File: src/rtl/lsu_tlb_rtn_pkg.sv
// Shared types and sizing for the TLB diagnostic-read return buffer.
package lsu_tlb_rtn_pkg;

    // One return slot per hardware thread. The round-robin arbiter relies on
    // natural TID_W-bit wrap, so THREADS must be a power of two.
    localparam int THREADS = 4;
    localparam int TID_W   = 2;

    typedef enum logic {
        IDLE = 1'b0,
        REQ  = 1'b1
    } rtn_state_t;

    typedef struct packed {
        logic        valid;
        logic        perr;
        logic [63:0] data;
    } slot_t;

endpackage

File: src/rtl/lsu_tlb_rd_rtn_if.sv
// Return handshake from the TLB read buffer to the load-return path.
interface lsu_tlb_rd_rtn_if;
    import lsu_tlb_rtn_pkg::*;

    logic             rtn_req;
    logic [TID_W-1:0] rtn_tid;
    logic [63:0]      rtn_data;
    logic             rtn_perr;
    logic             rtn_gnt;

    // The buffer drives the entry and receives the accept.
    modport master (
        output rtn_req,
        output rtn_tid,
        output rtn_data,
        output rtn_perr,
        input  rtn_gnt
    );

    // The load-return path observes the entry and drives the accept.
    modport slave (
        input  rtn_req,
        input  rtn_tid,
        input  rtn_data,
        input  rtn_perr,
        output rtn_gnt
    );

endinterface

File: src/rtl/lsu_tlb_rtn_rrarb.sv
// Combinational round-robin arbiter: search starts one past rr_ptr and wraps.
module lsu_tlb_rtn_rrarb
    import lsu_tlb_rtn_pkg::*;
(
    input  logic [THREADS-1:0] req,
    input  logic [TID_W-1:0]   rr_ptr,
    output logic [THREADS-1:0] gnt,
    output logic [TID_W-1:0]   gnt_tid,
    output logic               gnt_vld
);

    logic [TID_W-1:0] idx;

    // Walk the requesters starting after the last winner; first hit wins.
    always_comb begin
        gnt     = '0;
        gnt_tid = '0;
        gnt_vld = 1'b0;
        idx     = '0;
        for (int i = 1; i <= THREADS; i++) begin
            idx = rr_ptr + TID_W'(i);
            if (!gnt_vld && req[idx]) begin
                gnt_vld  = 1'b1;
                gnt[idx] = 1'b1;
                gnt_tid  = idx;
            end
        end
    end

endmodule

File: src/rtl/lsu_tlb_rd_rtn.sv
// Per-thread return buffer for ASI TLB diagnostic reads with a sticky parity log.
module lsu_tlb_rd_rtn
    import lsu_tlb_rtn_pkg::*;
(
    input  logic               rclk,
    input  logic               arst_l,
    input  logic               tlb_rd_vld_g,
    input  logic [TID_W-1:0]   tlb_rd_tid_g,
    input  logic               tlb_rd_is_data_g,
    input  logic [63:0]        lsu_tlb_rd_data,
    input  logic               tte_data_parity_error,
    input  logic               tte_tag_parity_error,
    input  logic               flush_vld,
    input  logic [TID_W-1:0]   flush_tid,
    input  logic               err_log_clr,
    lsu_tlb_rd_rtn_if.master   rtn,
    output logic [THREADS-1:0] thread_busy,
    output logic               ovf_err,
    output logic               err_log_vld,
    output logic [TID_W-1:0]   err_log_tid,
    output logic               err_log_is_data
);

    slot_t            slot_q [THREADS];
    rtn_state_t       state_q;
    logic [TID_W-1:0] rr_ptr_q;
    logic             rtn_req_q;
    logic [TID_W-1:0] rtn_tid_q;
    logic [63:0]      rtn_data_q;
    logic             rtn_perr_q;

    logic [THREADS-1:0] slot_vld;
    logic [THREADS-1:0] flush_mask;
    logic [THREADS-1:0] arb_req;
    logic [THREADS-1:0] arb_gnt;
    logic [TID_W-1:0]   arb_tid;
    logic               arb_vld;

    logic cap_perr;
    logic cap_busy;
    logic cap_flushed;
    logic cap_ok;
    logic cap_ovf;
    logic do_load;

    // A thread is busy while its slot holds an entry or it owns the output register.
    always_comb begin
        slot_vld    = '0;
        thread_busy = '0;
        for (int t = 0; t < THREADS; t++) begin
            slot_vld[t]    = slot_q[t].valid;
            thread_busy[t] = slot_q[t].valid | (rtn_req_q && (rtn_tid_q == TID_W'(t)));
        end
    end

    // Decode the flush target so a flushed slot is neither loaded nor captured this cycle.
    always_comb begin
        flush_mask = '0;
        if (flush_vld) begin
            flush_mask[flush_tid] = 1'b1;
        end
    end

    assign cap_perr    = tlb_rd_is_data_g ? tte_data_parity_error : tte_tag_parity_error;
    assign cap_busy    = thread_busy[tlb_rd_tid_g];
    assign cap_flushed = flush_vld && (flush_tid == tlb_rd_tid_g);
    assign cap_ok      = tlb_rd_vld_g && !cap_busy && !cap_flushed;
    assign cap_ovf     = tlb_rd_vld_g && cap_busy && !cap_flushed;

    assign arb_req = slot_vld & ~flush_mask;
    assign do_load = arb_vld && ((state_q == IDLE) || rtn.rtn_gnt);

    lsu_tlb_rtn_rrarb u_rrarb (
        .req     (arb_req),
        .rr_ptr  (rr_ptr_q),
        .gnt     (arb_gnt),
        .gnt_tid (arb_tid),
        .gnt_vld (arb_vld)
    );

    // Slot storage: capture into a free slot, clear on flush or when moved to the output.
    always_ff @(posedge rclk or negedge arst_l) begin
        if (!arst_l) begin
            for (int t = 0; t < THREADS; t++) begin
                slot_q[t] <= '0;
            end
        end else begin
            for (int t = 0; t < THREADS; t++) begin
                if (cap_ok && (tlb_rd_tid_g == TID_W'(t))) begin
                    slot_q[t] <= '{valid: 1'b1, perr: cap_perr, data: lsu_tlb_rd_data};
                end else if (flush_mask[t] || (do_load && arb_gnt[t])) begin
                    slot_q[t].valid <= 1'b0;
                end
            end
        end
    end

    // Return FSM with registered outputs; a grant may reload the next winner in the same cycle.
    always_ff @(posedge rclk or negedge arst_l) begin
        if (!arst_l) begin
            state_q    <= IDLE;
            rr_ptr_q   <= TID_W'(THREADS - 1);
            rtn_req_q  <= 1'b0;
            rtn_tid_q  <= '0;
            rtn_data_q <= '0;
            rtn_perr_q <= 1'b0;
        end else begin
            if (do_load) begin
                state_q    <= REQ;
                rr_ptr_q   <= arb_tid;
                rtn_req_q  <= 1'b1;
                rtn_tid_q  <= arb_tid;
                rtn_data_q <= slot_q[arb_tid].data;
                rtn_perr_q <= slot_q[arb_tid].perr;
            end else if ((state_q == REQ) && rtn.rtn_gnt) begin
                state_q   <= IDLE;
                rtn_req_q <= 1'b0;
            end
        end
    end

    // Dropped-capture pulse, registered so it never depends combinationally on the capture.
    always_ff @(posedge rclk or negedge arst_l) begin
        if (!arst_l) begin
            ovf_err <= 1'b0;
        end else begin
            ovf_err <= cap_ovf;
        end
    end

    // Sticky first-error log; a clear coinciding with a new error keeps the new one.
    always_ff @(posedge rclk or negedge arst_l) begin
        if (!arst_l) begin
            err_log_vld     <= 1'b0;
            err_log_tid     <= '0;
            err_log_is_data <= 1'b0;
        end else if (cap_ok && cap_perr && (!err_log_vld || err_log_clr)) begin
            err_log_vld     <= 1'b1;
            err_log_tid     <= tlb_rd_tid_g;
            err_log_is_data <= tlb_rd_is_data_g;
        end else if (err_log_clr) begin
            err_log_vld     <= 1'b0;
            err_log_tid     <= '0;
            err_log_is_data <= 1'b0;
        end
    end

    assign rtn.rtn_req  = rtn_req_q;
    assign rtn.rtn_tid  = rtn_tid_q;
    assign rtn.rtn_data = rtn_data_q;
    assign rtn.rtn_perr = rtn_perr_q;

endmodule

File: src/flat_wrapper.sv
// flat-port wrapper written by rule: the top's interface ports become plain ports
module lsu_tlb_rd_rtn_flat import lsu_tlb_rtn_pkg::*;
  (rclk, arst_l, tlb_rd_vld_g, tlb_rd_tid_g, tlb_rd_is_data_g, lsu_tlb_rd_data, tte_data_parity_error, tte_tag_parity_error, flush_vld, flush_tid, err_log_clr, thread_busy, ovf_err, err_log_vld, err_log_tid, err_log_is_data, rtn_rtn_req, rtn_rtn_tid, rtn_rtn_data, rtn_rtn_perr, rtn_rtn_gnt);
  lsu_tlb_rd_rtn_if rtn_i ();
  input  logic rclk;
  input  logic arst_l;
  input  logic tlb_rd_vld_g;
  input  logic [TID_W-1:0] tlb_rd_tid_g;
  input  logic tlb_rd_is_data_g;
  input  logic [63:0] lsu_tlb_rd_data;
  input  logic tte_data_parity_error;
  input  logic tte_tag_parity_error;
  input  logic flush_vld;
  input  logic [TID_W-1:0] flush_tid;
  input  logic err_log_clr;
  output logic [THREADS-1:0] thread_busy;
  output logic ovf_err;
  output logic err_log_vld;
  output logic [TID_W-1:0] err_log_tid;
  output logic err_log_is_data;
  output wire logic [$bits(rtn_i.rtn_req)-1:0] rtn_rtn_req;
  output wire logic [$bits(rtn_i.rtn_tid)-1:0] rtn_rtn_tid;
  output wire logic [$bits(rtn_i.rtn_data)-1:0] rtn_rtn_data;
  output wire logic [$bits(rtn_i.rtn_perr)-1:0] rtn_rtn_perr;
  input wire logic [$bits(rtn_i.rtn_gnt)-1:0] rtn_rtn_gnt;
  assign rtn_rtn_req = rtn_i.rtn_req;
  assign rtn_rtn_tid = rtn_i.rtn_tid;
  assign rtn_rtn_data = rtn_i.rtn_data;
  assign rtn_rtn_perr = rtn_i.rtn_perr;
  assign rtn_i.rtn_gnt = rtn_rtn_gnt;
  lsu_tlb_rd_rtn u_core (.rclk(rclk), .arst_l(arst_l), .tlb_rd_vld_g(tlb_rd_vld_g), .tlb_rd_tid_g(tlb_rd_tid_g), .tlb_rd_is_data_g(tlb_rd_is_data_g), .lsu_tlb_rd_data(lsu_tlb_rd_data), .tte_data_parity_error(tte_data_parity_error), .tte_tag_parity_error(tte_tag_parity_error), .flush_vld(flush_vld), .flush_tid(flush_tid), .err_log_clr(err_log_clr), .rtn(rtn_i), .thread_busy(thread_busy), .ovf_err(ovf_err), .err_log_vld(err_log_vld), .err_log_tid(err_log_tid), .err_log_is_data(err_log_is_data));
endmodule
File: config.mk
export PLATFORM = sky130hd
export DESIGN_NAME = lsu_tlb_rd_rtn_flat
export DESIGN_NICKNAME = d
export VERILOG_FILES = /design/src/rtl/lsu_tlb_rtn_pkg.sv /design/src/rtl/lsu_tlb_rd_rtn_if.sv /design/src/rtl/lsu_tlb_rtn_rrarb.sv /design/src/rtl/lsu_tlb_rd_rtn.sv /design/src/flat_wrapper.sv
export SDC_FILE = /design/constraint.sdc
export NUM_CORES = 1
export LEC_CHECK = 0
export ABC_AREA = 1
export CORE_UTILIZATION = 47
export DETAILED_ROUTE_END_ITERATION = 8
export GPL_TIMING_DRIVEN = 0
export PLACE_DENSITY = 0.7
export SLEW_MARGIN = 20
export SYNTH_ARGS = -nofsm -noshare
export SYNTH_HDL_FRONTEND = slang
export SYNTH_SLANG_ARGS = --single-unit
File: constraint.sdc
create_clock -name rclk -period 2.45 [get_ports rclk]
set_input_delay 0.3675 -clock rclk [delete_from_list [all_inputs] [get_ports rclk]]
set_output_delay 0.3675 -clock rclk [all_outputs]
set_load 0.005 [all_outputs]
==> results of run 1 <==
-- through the flow --
| step | worst slack [ns] | instance area (um2) | setup TNS, ns |
|---|---|---|---|
| after global placement | -13.72 | 18400 | -4806.23 |
| after CTS | -0.0737 | 20800 | -1.55 |
| after detailed placement | -0.805 | 18500 | -203.99 |
| after floorplan | 0.0525 | 16300 | 0 |
| final | -0.197 | 21500 | -7.91 |
| after global routing | -0.271 | 21500 | -18.35 |
-- cells by family after synthesis --
family                   share of synthesized area (%)
buffers and inverters                             11.8
AO/OA/AOI/OAI                                     9.13
flip-flops                                        52.0
adder cells (fa/ha/maj)                          0.614
AND/OR/NAND/NOR                                   26.4
-- sequential cells by signal (all words and copies together) (netlist names) --
| name | flops |
|---|---|
| u_core.slot_q | 264 |
| u_core.rtn.rtn_data | 64 |
| u_core.err_log_tid | 2 |
| u_core.rr_ptr_q | 2 |
| u_core.rtn.rtn_tid | 2 |
| u_core.err_log_is_data | 1 |
| u_core.err_log_vld | 1 |
| u_core.ovf_err | 1 |
| u_core.rtn.rtn_perr | 1 |
| u_core.state_q | 1 |
-- synthesized netlist by cell type (6+ instances only) --
master | number | area (um2)
buf_1 | 6 | 22.5
buf_2 | 32 | 160
buf_4 | 16 | 120
clkbuf_1 | 80 | 300
dfrtp_1 | 337 | 8430
ha_1 | 8 | 100
inv_1 | 347 | 1300
nand2_1 | 694 | 2610
nand3_1 | 225 | 1130
nand4_1 | 68 | 425
nor2_1 | 9 | 33.8
o21ai_0 | 272 | 1360
-- path summary, 6_finish.rpt --
kind                                    startpoint                 endpoint  slack, ns  depth (start not counted)
max                             u_core.rr_ptr_q[1]  u_core.rtn.rtn_data[28]      -0.20                         17
min                                         arst_l         u_core.slot_q[5]       0.35                          2
max reg2reg                     u_core.rr_ptr_q[1]  u_core.rtn.rtn_data[28]      -0.20                         17
min reg2reg                u_core.rtn.rtn_data[35]  u_core.rtn.rtn_data[35]       0.48                          2
max in group asynchronous                   arst_l        u_core.slot_q[32]       0.83                          4
min in group rclk                     tlb_rd_vld_g           u_core.ovf_err       0.42                          3
-- cell type report --
type	count	area (um2)
Antenna cell	1	2.50
Clock inverter	12	120
Sequential cell	339	8490
Multi-Input combinational cell	1304	6500
Tap cell	448	561
Timing Repair Buffer	206	2310
Buffer	133	1070
Inverter	352	1330
Clock buffer	53	1110
Fill cell	2881	12400
-- placed cells by master (no fill, tap or decap), drive strengths merged, types with 2 or more instances in the layout --
| cell | n |
|---|---|
| dfrtp | 337 |
| clkinv | 7 |
| o221ai | 3 |
| clkbuf | 126 |
| o21bai | 2 |
| inv | 353 |
| a21oi | 7 |
| nor2 | 10 |
| nand4 | 70 |
| bufbuf | 3 |
| buf | 110 |
| clkdlybuf4s50 | 152 |
| nand3 | 229 |
| nand2 | 696 |
| ha | 8 |
| bufinv | 2 |
| o21ai | 272 |
| clkinvlp | 2 |
| dfstp | 2 |
-- metal layers --
metal | track usage, % | up-vias | share of wire (%)
met4 | 11.2 | 0 | 3.8
met3 | 4.67 | 132 | 7.2
li1 | - | 7156 | -
met2 | 44.2 | 621 | 47
met5 | 0 | - | 0
met1 | 36.2 | 7388 | 42
-- timing repair --
item                                    4_1_cts  5_1_grt
gates resized for setup                     192      174
buffers inserted                             27       11
hold buffers                                  1        0
endpoints found under the setup margin      334      330
cloned                                        9        3
hold endpoints to repair                     54        0
pin swaps                                     9       67
==> reports/metrics.csv, run 1 <==
stage,metric,value,unit
logic_synthesis,synthesis-stage register bit count,339,
sta,RSZ-0062 raised after global routing,true,
clock_network,clk buf depth,3,
global_route,Global Route Usage Sum,27.2,%
floorplan,IO Count,154,
setup_path,Max stage delay on crit path,0.57,ns
final_layout,final std cells w/o fill,2848,
setup_path,crit path launch type,flop,
clock_network,clock transition at the registers of the reported paths,0.06,ns
final_layout,Nets,2459,
route,via count,15300,
setup_path,Crit-path slowest cell,dfstp_2,
global_route,largest net degree at the start of global routing,100,
sta,slew at the pin with the worst max-slew slack,0.574,ns
logic_synthesis,"Seq/Total Area, Yosys",52.0,%
floorplan,die width,188,um
route,First-pass DRT Iterations,5,
global_route,global-route wire length before repair,77100,um
global_route,global route overflow,0,
run_status,failing checks,negative setup slack,
setup_path,CP Buf/Inv Count,6,
sta,Min Hold Slack,0.355,ns
floorplan,Die Y,188,um
clock_network,TritonCTS clock tree,done,
clock_network,"Clk Latency, worst-skew pair",0.52,ns
sta,PnR worst setup slack,-0.197,ns
sta,Tmin final,2.65,ns
sta,Max transition margin,61.8,%
setup_path,crit end category,flop,
route,Via-to-Cell Ratio,5.37,
place,dpl cells,2733,
sta,max-slew violation count,0,
route,final WL,48600,um
clock_network,htree depth,2,
clock_network,Num CTS Buffers,38,
setup_path,crit path kind,reg -> reg,
final_layout,fraction of layout cells with a size suffix above 1,14.5,%
logic_synthesis,Post-Synthesis Cell Area,0.0163,mm2
setup_path,worst endpoint required time,2.91,ns
floorplan,die area,0.0354,mm2
place,I/O Buffers,153,
final_layout,final core occ,63.5,%
sta,Final period util,108,%
sta,final setup fails,66,
setup_path,critical path's top delay family,simple AND/OR/NAND/NOR gates,
sta,"Hold Vio Cnt, Final",0,
place,DP HPWL,30700,um
floorplan,area of the core,0.0339,mm2
logic_synthesis,Cells after Synth,2129,
route,Post-DRT Antenna Nets,0,
route,DRT iter0 DRCs,1474,
clock_network,clk sinks,339,
place,placer's final routability congestion estimate,0.871,
setup_path,Worst path most repeated cell,nand2_1,
route,Residual DRC,0,
run_status,status,"complete, but fails checks",
final_layout,synth-to-layout area growth,31.8,%
sta,max frequency,378,MHz
floorplan,Std-Cell Rows,67,
logic_synthesis,fraction of registers with async set/reset,100,%
setup_path,Critical Path Fanout Max,7,
global_route,vias in the first global route,14800,
clock_network,Clock Root Buffer,clkbuf_16,
logic_synthesis,ys flop type,dfrtp_1,
setup_path,"Arr. time, crit path",3.11,ns
worst_hold_path,Hold Crit Class,in -> async,
floorplan,Initial Utilization,48.1,%
logic_synthesis,Post-Syn Area per Cell,7.66,um2
logic_synthesis,Synth Net Count,2214,
logic_synthesis,Post-synth EDFFs,0,
global_route,initial antenna violation count,0,
sta,worst clock skew,0.0104,ns
logic_synthesis,Yosys warning count,0,
logic_synthesis,synth unique cells,30,
route,DR WL/cell,17.1,um
setup_path,worst-path cell chain,clkinvlp_4 -> ha_4 -> inv_4 -> nand3_4 -> nand2_8 -> buf_6 -> nand4_4 -> nand3_4 -> nand2_8 -> buf_12 -> buf_12 -> buf_16 -> nand2_2 -> nand3_1 -> nand2_1 -> nand2_1 -> nand2_1,
job,Max-Cap Viols,0,
Power of run 1 is not shown: default switching activity piles up to over one toggle a cycle in this logic, so the estimate is an artifact.
==> inputs of run 2 (changes only) <==
--- a/config.mk
+++ b/config.mk
@@ -6,10 +6,12 @@
 export NUM_CORES = 1
 export LEC_CHECK = 0
 export ABC_AREA = 1
-export CORE_UTILIZATION = 47
+export CELL_PAD_IN_SITES_DETAIL_PLACEMENT = 0
+export CELL_PAD_IN_SITES_GLOBAL_PLACEMENT = 1
+export CORE_UTILIZATION = 39
 export DETAILED_ROUTE_END_ITERATION = 8
 export GPL_TIMING_DRIVEN = 0
-export PLACE_DENSITY = 0.7
+export PLACE_DENSITY_LB_ADDON = 0.1
 export SLEW_MARGIN = 20
 export SYNTH_ARGS = -nofsm -noshare
 export SYNTH_HDL_FRONTEND = slang
==> run 2 against run 1 <==
  * The run ends with design-rule violations, negative setup slack left
  * Sequential share of layout area decreased by 1.7 points
  * Critical path type unchanged
  * Clock skew increased by 0.0094 ns
  * Core utilization decreased by 8.7 points
==> reports/metrics.csv, run 2 (synthesized netlist as in run 1, its figures left out) <==
stage,metric,value,unit,change
route,final WL,52800,um,+8.6%
setup_path,Worst R2R End,u_core.rtn.rtn_data[28],,
floorplan,IO Count,154,,unchanged
global_route,initial antenna violation count,1,,+1
clock_network,htree depth,2,,unchanged
route,via count,14900,,-2.4%
job,Max-Cap Viols,0,,unchanged
global_route,largest net degree at the start of global routing,90,,-10%
run_status,failing checks,"design-rule violations, negative setup slack",,
setup_path,crit path launch type,flop,,
setup_path,crit path kind,reg -> reg,,
global_route,global-route wire length before repair,83500,um,+8.3%
place,I/O Buffers,153,,unchanged
setup_path,critical path's top delay family,simple AND/OR/NAND/NOR gates,,
setup_path,worst-path cell chain,clkinvlp_4 -> ha_4 -> inv_4 -> nand3_4 -> nand2_8 -> buf_12 -> nand4_4 -> nand3_4 -> buf_12 -> clkbuf_16 -> nand3_1 -> nand3_2 -> nand2_2 -> nand2_2 -> nand2_1,,
setup_path,Critical Path Fanout Max,9,,+2
sta,"Hold Vio Cnt, Final",0,,unchanged
clock_network,TritonCTS clock tree,done,,
setup_path,Critical R2R Launch,u_core.rr_ptr_q[1],,
setup_path,crit end category,flop,,
sta,Final period util,103,%,-4.7 points
setup_path,Max stage delay on crit path,0.55,ns,-0.02 ns
worst_hold_path,Hold Crit Class,in -> async,,
floorplan,die width,206,um,+9.7%
clock_network,Num CTS Buffers,40,,+5.3%
final_layout,synth-to-layout area growth,37.8,%,
route,Post-DRT Antenna Nets,0,,unchanged
final_layout,final core occ,54.8,%,-8.7 points
global_route,vias in the first global route,14500,,-2.0%
setup_path,"Arr. time, crit path",2.98,ns,-0.13 ns
global_route,Global Route Usage Sum,25.4,%,-1.8 points
clock_network,clk sinks,339,,unchanged
sta,max frequency,395,MHz,+4.6%
final_layout,diode count,0,,-1
clock_network,"Clk Latency, worst-skew pair",0.56,ns,+0.04 ns
global_route,global route overflow,0,,unchanged
sta,worst clock skew,0.0198,ns,+0.00943 ns
final_layout,flip-flop count of the largest register after layout,264,,unchanged
setup_path,R2R setup slack,-0.08,ns,+0.12 ns
final_layout,largest reg by FF count,u_core.slot_q,,
sta,Max transition margin,58.2,%,-3.6 points
final_layout,FILL cells,3878,,+35%
floorplan,Initial Utilization,39.7,%,-8.4 points
route,Residual DRC,12,,+12
floorplan,die area,0.0426,mm2,+20%
floorplan,Std-Cell Rows,74,,+10%
sta,Tmin final,2.53,ns,-0.116 ns
setup_path,CP Buf/Inv Count,5,,-1
sta,slew at the pin with the worst max-slew slack,0.627,ns,+0.0538 ns
run_status,status,"complete, but fails checks",,
sta,PnR worst setup slack,-0.0813,ns,+0.116 ns
route,DR WL/cell,17.9,um,+4.8%
final_layout,Nets,2475,,+0.65%
place,DP HPWL,33500,um,+9.3%
sta,final setup fails,61,,-7.6%
sta,RSZ-0062 raised after global routing,true,,
clock_network,clk buf depth,3,,unchanged
sta,max-slew violation count,0,,unchanged
setup_path,Setup crit end,u_core.rtn.rtn_data[28],,
final_layout,fraction of layout cells with a size suffix above 1,18.8,%,+4.3 points
clock_network,clock transition at the registers of the reported paths,0.06,ns,about the same
sta,Min Hold Slack,0.389,ns,+0.0339 ns
route,Via-to-Cell Ratio,5.06,,-5.8%
setup_path,Crit-path slowest cell,dfstp_2,,
clock_network,Clock Root Buffer,clkbuf_16,,
final_layout,"most common cell after layout, fill and taps aside",nand2_1,,
final_layout,"commonest cells after routing, fill and taps aside","nand2_1, inv_1, dfrtp_1, o21ai_0, clkdlybuf4s50_1",,
setup_path,worst endpoint required time,2.90,ns,about the same
floorplan,area of the core,0.0410,mm2,+21%
place,placer's final routability congestion estimate,0.813,,-6.7%
setup_path,Worst Reg-to-Reg Cells,15,,-2
route,DRT iter0 DRCs,1090,,-26%
floorplan,Die Y,206,um,+9.7%
route,First-pass DRT Iterations,7,,+2
final_layout,Multi-input gate area,0.00692,mm2,+6.5%
setup_path,Critical Path Stages,15,,-2
final_layout,sequential cell area,0.00849,mm2,unchanged
setup_path,Setup crit start,u_core.rr_ptr_q[1],,
-- run 2: changes by cell type in the layout (fill, tap and decap cells not counted), sizes merged --
cell | previous run | this run
bufbuf | 3 | 0
clkinv | 7 | 8
clkbuf | 126 | 134
bufinv | 2 | 1
clkinvlp | 2 | 1
inv | 353 | 351
buf | 110 | 127
diode | 1 | 0
-- run 2: how the worst min path moves through the flow --
stage / startpoint / endpoint / slack, ns / depth (start not counted)
after global placement: u_core.rtn.rtn_data[36] / u_core.rtn.rtn_data[36] / 0.46 / 2
after detailed placement: arst_l / u_core.rtn.rtn_data[17] / 0.40 / 1
after global routing: tlb_rd_vld_g / u_core.ovf_err / 0.41 / 3
after floorplan: arst_l / u_core.err_log_is_data / 0.07 / 0
final: arst_l / u_core.rtn.rtn_data[17] / 0.39 / 2
after CTS: tlb_rd_vld_g / u_core.ovf_err / 0.35 / 3
-- run 2: timing repair --
action                                 4_1_cts  5_1_grt
setup endpoints to repair                  334      328
hold buffers                                 1        0
endpoints found under the hold margin       73        0
gates resized for setup                    335      195
pin swaps                                   52       67
gates cloned                                15        4
buffers inserted                            39       11
-- run 2: layer usage --
metal	part of all wire, %	track usage (%)
met1	46	36.1
met2	46	40.4
met3	5.0	3.78
met4	2.3	6.54
met5	0.025	0
-- run 2: area by class of cell --
cell class,instances,share of cell area [%]
Clock inverter,9,0.379
Sequential cell,339,37.8
Timing Repair Buffer,220,11.4
Clock buffer,61,5.30
Inverter,352,5.94
Tap cell,532,2.96
Buffer,133,5.38
Multi-Input combinational cell,1304,30.8
-- run 2: metrics by stage --
stage	setup TNS (ns)	cells	instance area, um2	worst slack [ns]
final	-2.35	2950	22500	-0.0813
after global placement	-5102.94	2814	18500	-14.49
after global routing	-9.04	2950	22500	-0.196
after floorplan	0	2129	16300	0.0525
after CTS	-3.16	2942	21800	-0.114
after detailed placement	-225.67	2817	18600	-0.923
Power of run 2 is left out for the same reason.
==> inputs of run 3 (changes only) <==
--- a/config.mk
+++ b/config.mk
@@ -8,10 +8,12 @@
 export ABC_AREA = 1
 export CELL_PAD_IN_SITES_DETAIL_PLACEMENT = 0
 export CELL_PAD_IN_SITES_GLOBAL_PLACEMENT = 1
+export CORE_ASPECT_RATIO = 1.2
 export CORE_UTILIZATION = 39
 export DETAILED_ROUTE_END_ITERATION = 8
 export GPL_TIMING_DRIVEN = 0
 export PLACE_DENSITY_LB_ADDON = 0.1
+export SETUP_SLACK_MARGIN = 0.05
 export SLEW_MARGIN = 20
 export SYNTH_ARGS = -nofsm -noshare
 export SYNTH_HDL_FRONTEND = slang
==> run 3 against run 2 <==
  * The flow finishes with violations (negative setup slack)
  * Sequential share of layout area is 0.32 points higher
  * Setup slack got worse by 0.033 ns
  * Die area about the same
  * Cell area shrank 0.84%
  * Non-clock buffer count fell by 11
  * Wire length fell by 0.58%
  * First-iteration DRC count down 1.1%
  * Critical endpoint is now u_core.rtn.rtn_data[41]
==> reports/metrics.csv, run 3 (synthesized netlist as in run 1, its figures left out) <==
stage,metric,value,unit,change
run_status,status,"complete, but fails checks",,
run_status,failing checks,negative setup slack,,
floorplan,die area,0.0426,mm2,about the same
place,DP HPWL,33800,um,+0.83%
floorplan,Std-Cell Rows,81,,+9.5%
sta,final setup fails,54,,-11%
clock_network,htree depth,2,,unchanged
setup_path,R2R setup slack,-0.11,ns,-0.03 ns
global_route,global-route wire length before repair,82300,um,-1.4%
place,I/O Buffers,153,,unchanged
final_layout,fraction of layout cells with a size suffix above 1,18.4,%,-0.44 points
route,via count,14800,,-0.81%
route,First-pass DRT Iterations,7,,unchanged
final_layout,largest reg by FF count,u_core.slot_q,,
global_route,initial antenna violation count,0,,-1
final_layout,flip-flop count of the largest register after layout,264,,unchanged
final_layout,synth-to-layout area growth,36.6,%,
global_route,largest net degree at the start of global routing,95,,+5.6%
setup_path,crit path launch type,flop,,
clock_network,clk buf depth,3,,unchanged
sta,RSZ-0062 raised after global routing,true,,
setup_path,CP Buf/Inv Count,5,,unchanged
setup_path,crit end category,flop,,
sta,Tmin final,2.56,ns,+0.0334 ns
setup_path,Max stage delay on crit path,0.57,ns,+0.02 ns
final_layout,diode count,0,,unchanged
clock_network,clk sinks,339,,unchanged
worst_hold_path,Hold Crit Class,in -> async,,
clock_network,TritonCTS clock tree,done,,
setup_path,worst endpoint required time,2.93,ns,+0.03 ns
route,DRT iter0 DRCs,1078,,-1.1%
floorplan,Initial Utilization,39.8,%,+0.070 points
global_route,global route overflow,0,,unchanged
setup_path,worst-path cell chain,clkinvlp_4 -> ha_4 -> inv_4 -> nand3_4 -> nand2_8 -> nand4_4 -> a21oi_4 -> buf_12 -> buf_12 -> buf_16 -> nand3_2 -> nand2_2 -> nand2_1 -> nand2_1,,
sta,worst clock skew,0.0133,ns,-0.00647 ns
setup_path,"Arr. time, crit path",3.04,ns,+0.06 ns
clock_network,"Clk Latency, worst-skew pair",0.54,ns,-0.02 ns
floorplan,area of the core,0.0409,mm2,-0.18%
sta,final setup TNS,-3.02,ns,-0.675 ns
route,DR WL/cell,17.8,um,-0.38%
sta,"Hold Vio Cnt, Final",0,,unchanged
route,Via-to-Cell Ratio,5.03,,-0.61%
sta,PnR worst setup slack,-0.115,ns,-0.0334 ns
job,Max-Cap Viols,0,,unchanged
floorplan,IO Count,154,,unchanged
route,Residual DRC,0,,-12
setup_path,Crit-path slowest cell,dfstp_2,,
place,placer's final routability congestion estimate,0.806,,-0.91%
final_layout,Nets,2462,,-0.53%
final_layout,FILL cells,3925,,+1.2%
sta,Max transition margin,54.4,%,-3.8 points
sta,slew at the pin with the worst max-slew slack,0.684,ns,+0.0570 ns
floorplan,Die Y,226,um,+9.5%
clock_network,Num CTS Buffers,38,,-5.0%
global_route,Global Route Usage Sum,25.0,%,-0.44 points
sta,Final period util,105,%,+1.4 points
global_route,vias in the first global route,14700,,+1.3%
final_layout,"most common cell after layout, fill and taps aside",nand2_1,,
setup_path,crit path kind,reg -> reg,,
sta,max frequency,390,MHz,-1.3%
clock_network,Clock Root Buffer,clkbuf_16,,
clock_network,clock transition at the registers of the reported paths,0.06,ns,about the same
sta,max-slew violation count,0,,unchanged
floorplan,die width,189,um,-8.6%
route,Post-DRT Antenna Nets,0,,unchanged
setup_path,critical path's top delay family,simple AND/OR/NAND/NOR gates,,
final_layout,"commonest cells after routing, fill and taps aside","nand2_1, inv_1, dfrtp_1, o21ai_0, clkdlybuf4s50_1",,
route,final WL,52500,um,-0.58%
final_layout,final core occ,54.4,%,-0.36 points
setup_path,Critical Path Fanout Max,7,,-2
[run 3: changes by cell type in the layout (fill, tap and decap cells not counted), sizes merged]
cell	delta
inv	+1
clkbuf	-3
bufbuf	+2
clkinv	-4
bufinv	+1
buf	-10
[run 3: final cells by class]
type | instances | area (um2) | share of cell area, %
Sequential cell | 339 | 8490 | 38.1
Multi-Input combinational cell | 1304 | 6900 | 31.0
Timing Repair Buffer | 212 | 2480 | 11.1
Inverter | 352 | 1340 | 6.00
Buffer | 130 | 1170 | 5.26
Clock buffer | 61 | 1140 | 5.11
Tap cell | 539 | 674 | 3.03
Clock inverter | 7 | 88.8 | 0.399
[run 3: worst reg2reg max path, stage by stage (launching register included)]
cell        delay [ns]
dfstp_2           0.57
clkinvlp_4        0.13
ha_4              0.27
inv_4             0.09
nand3_4           0.10
nand2_8           0.13
nand4_4           0.18
a21oi_4           0.31
buf_12            0.22
buf_12            0.14
buf_16            0.12
nand3_2           0.08
nand2_2           0.08
nand2_1           0.05
nand2_1           0.06
[run 3: worst paths after layout]
path | startpoint | end | depth (start not counted)
min in group rclk | tlb_rd_is_data_g | u_core.err_log_is_data | 3
max reg2reg | u_core.rr_ptr_q[1] | u_core.rtn.rtn_data[41] | 14
min reg2reg | u_core.rtn.rtn_data[29] | u_core.rtn.rtn_data[29] | 2
min | arst_l | u_core.slot_q[18] | 2
max | u_core.rr_ptr_q[1] | u_core.rtn.rtn_data[41] | 14
max in group asynchronous | arst_l | u_core.slot_q[178] | 4
[run 3: metal layers]
metal | part of all wire, % | wire, um | track usage (%)
met1 | 43 | 22700 | 32.4
met2 | 50 | 26200 | 43.1
met3 | 3.8 | 2000 | 3.08
met4 | 3.0 | 1570 | 8.48
met5 | 0 | 0 | 0
[run 3: stage by stage]
step	hold WS [ns]	instances	setup slack, ns	cell area (um2)
2_1_floorplan	0.0719	2129	0.0525	16300
3_3_place_gp	0.461	2821	-14.34	18500
3_5_place_dp	0.427	2824	-1.11	18600
6_report	0.438	2944	-0.115	22300
4_1_cts	0.439	2947	-0.137	21900
5_1_grt	0.458	2944	-0.225	22300
[run 3: timing repair]
item,4_1_cts,5_1_grt
resized for setup,351,187
hold buffers,1,0
endpoints found under the setup margin,334,292
hold endpoints to repair,80,0
gates cloned,20,2
buffers inserted,34,9
pin swaps,57,82
Power of run 3 is left out for the same reason.
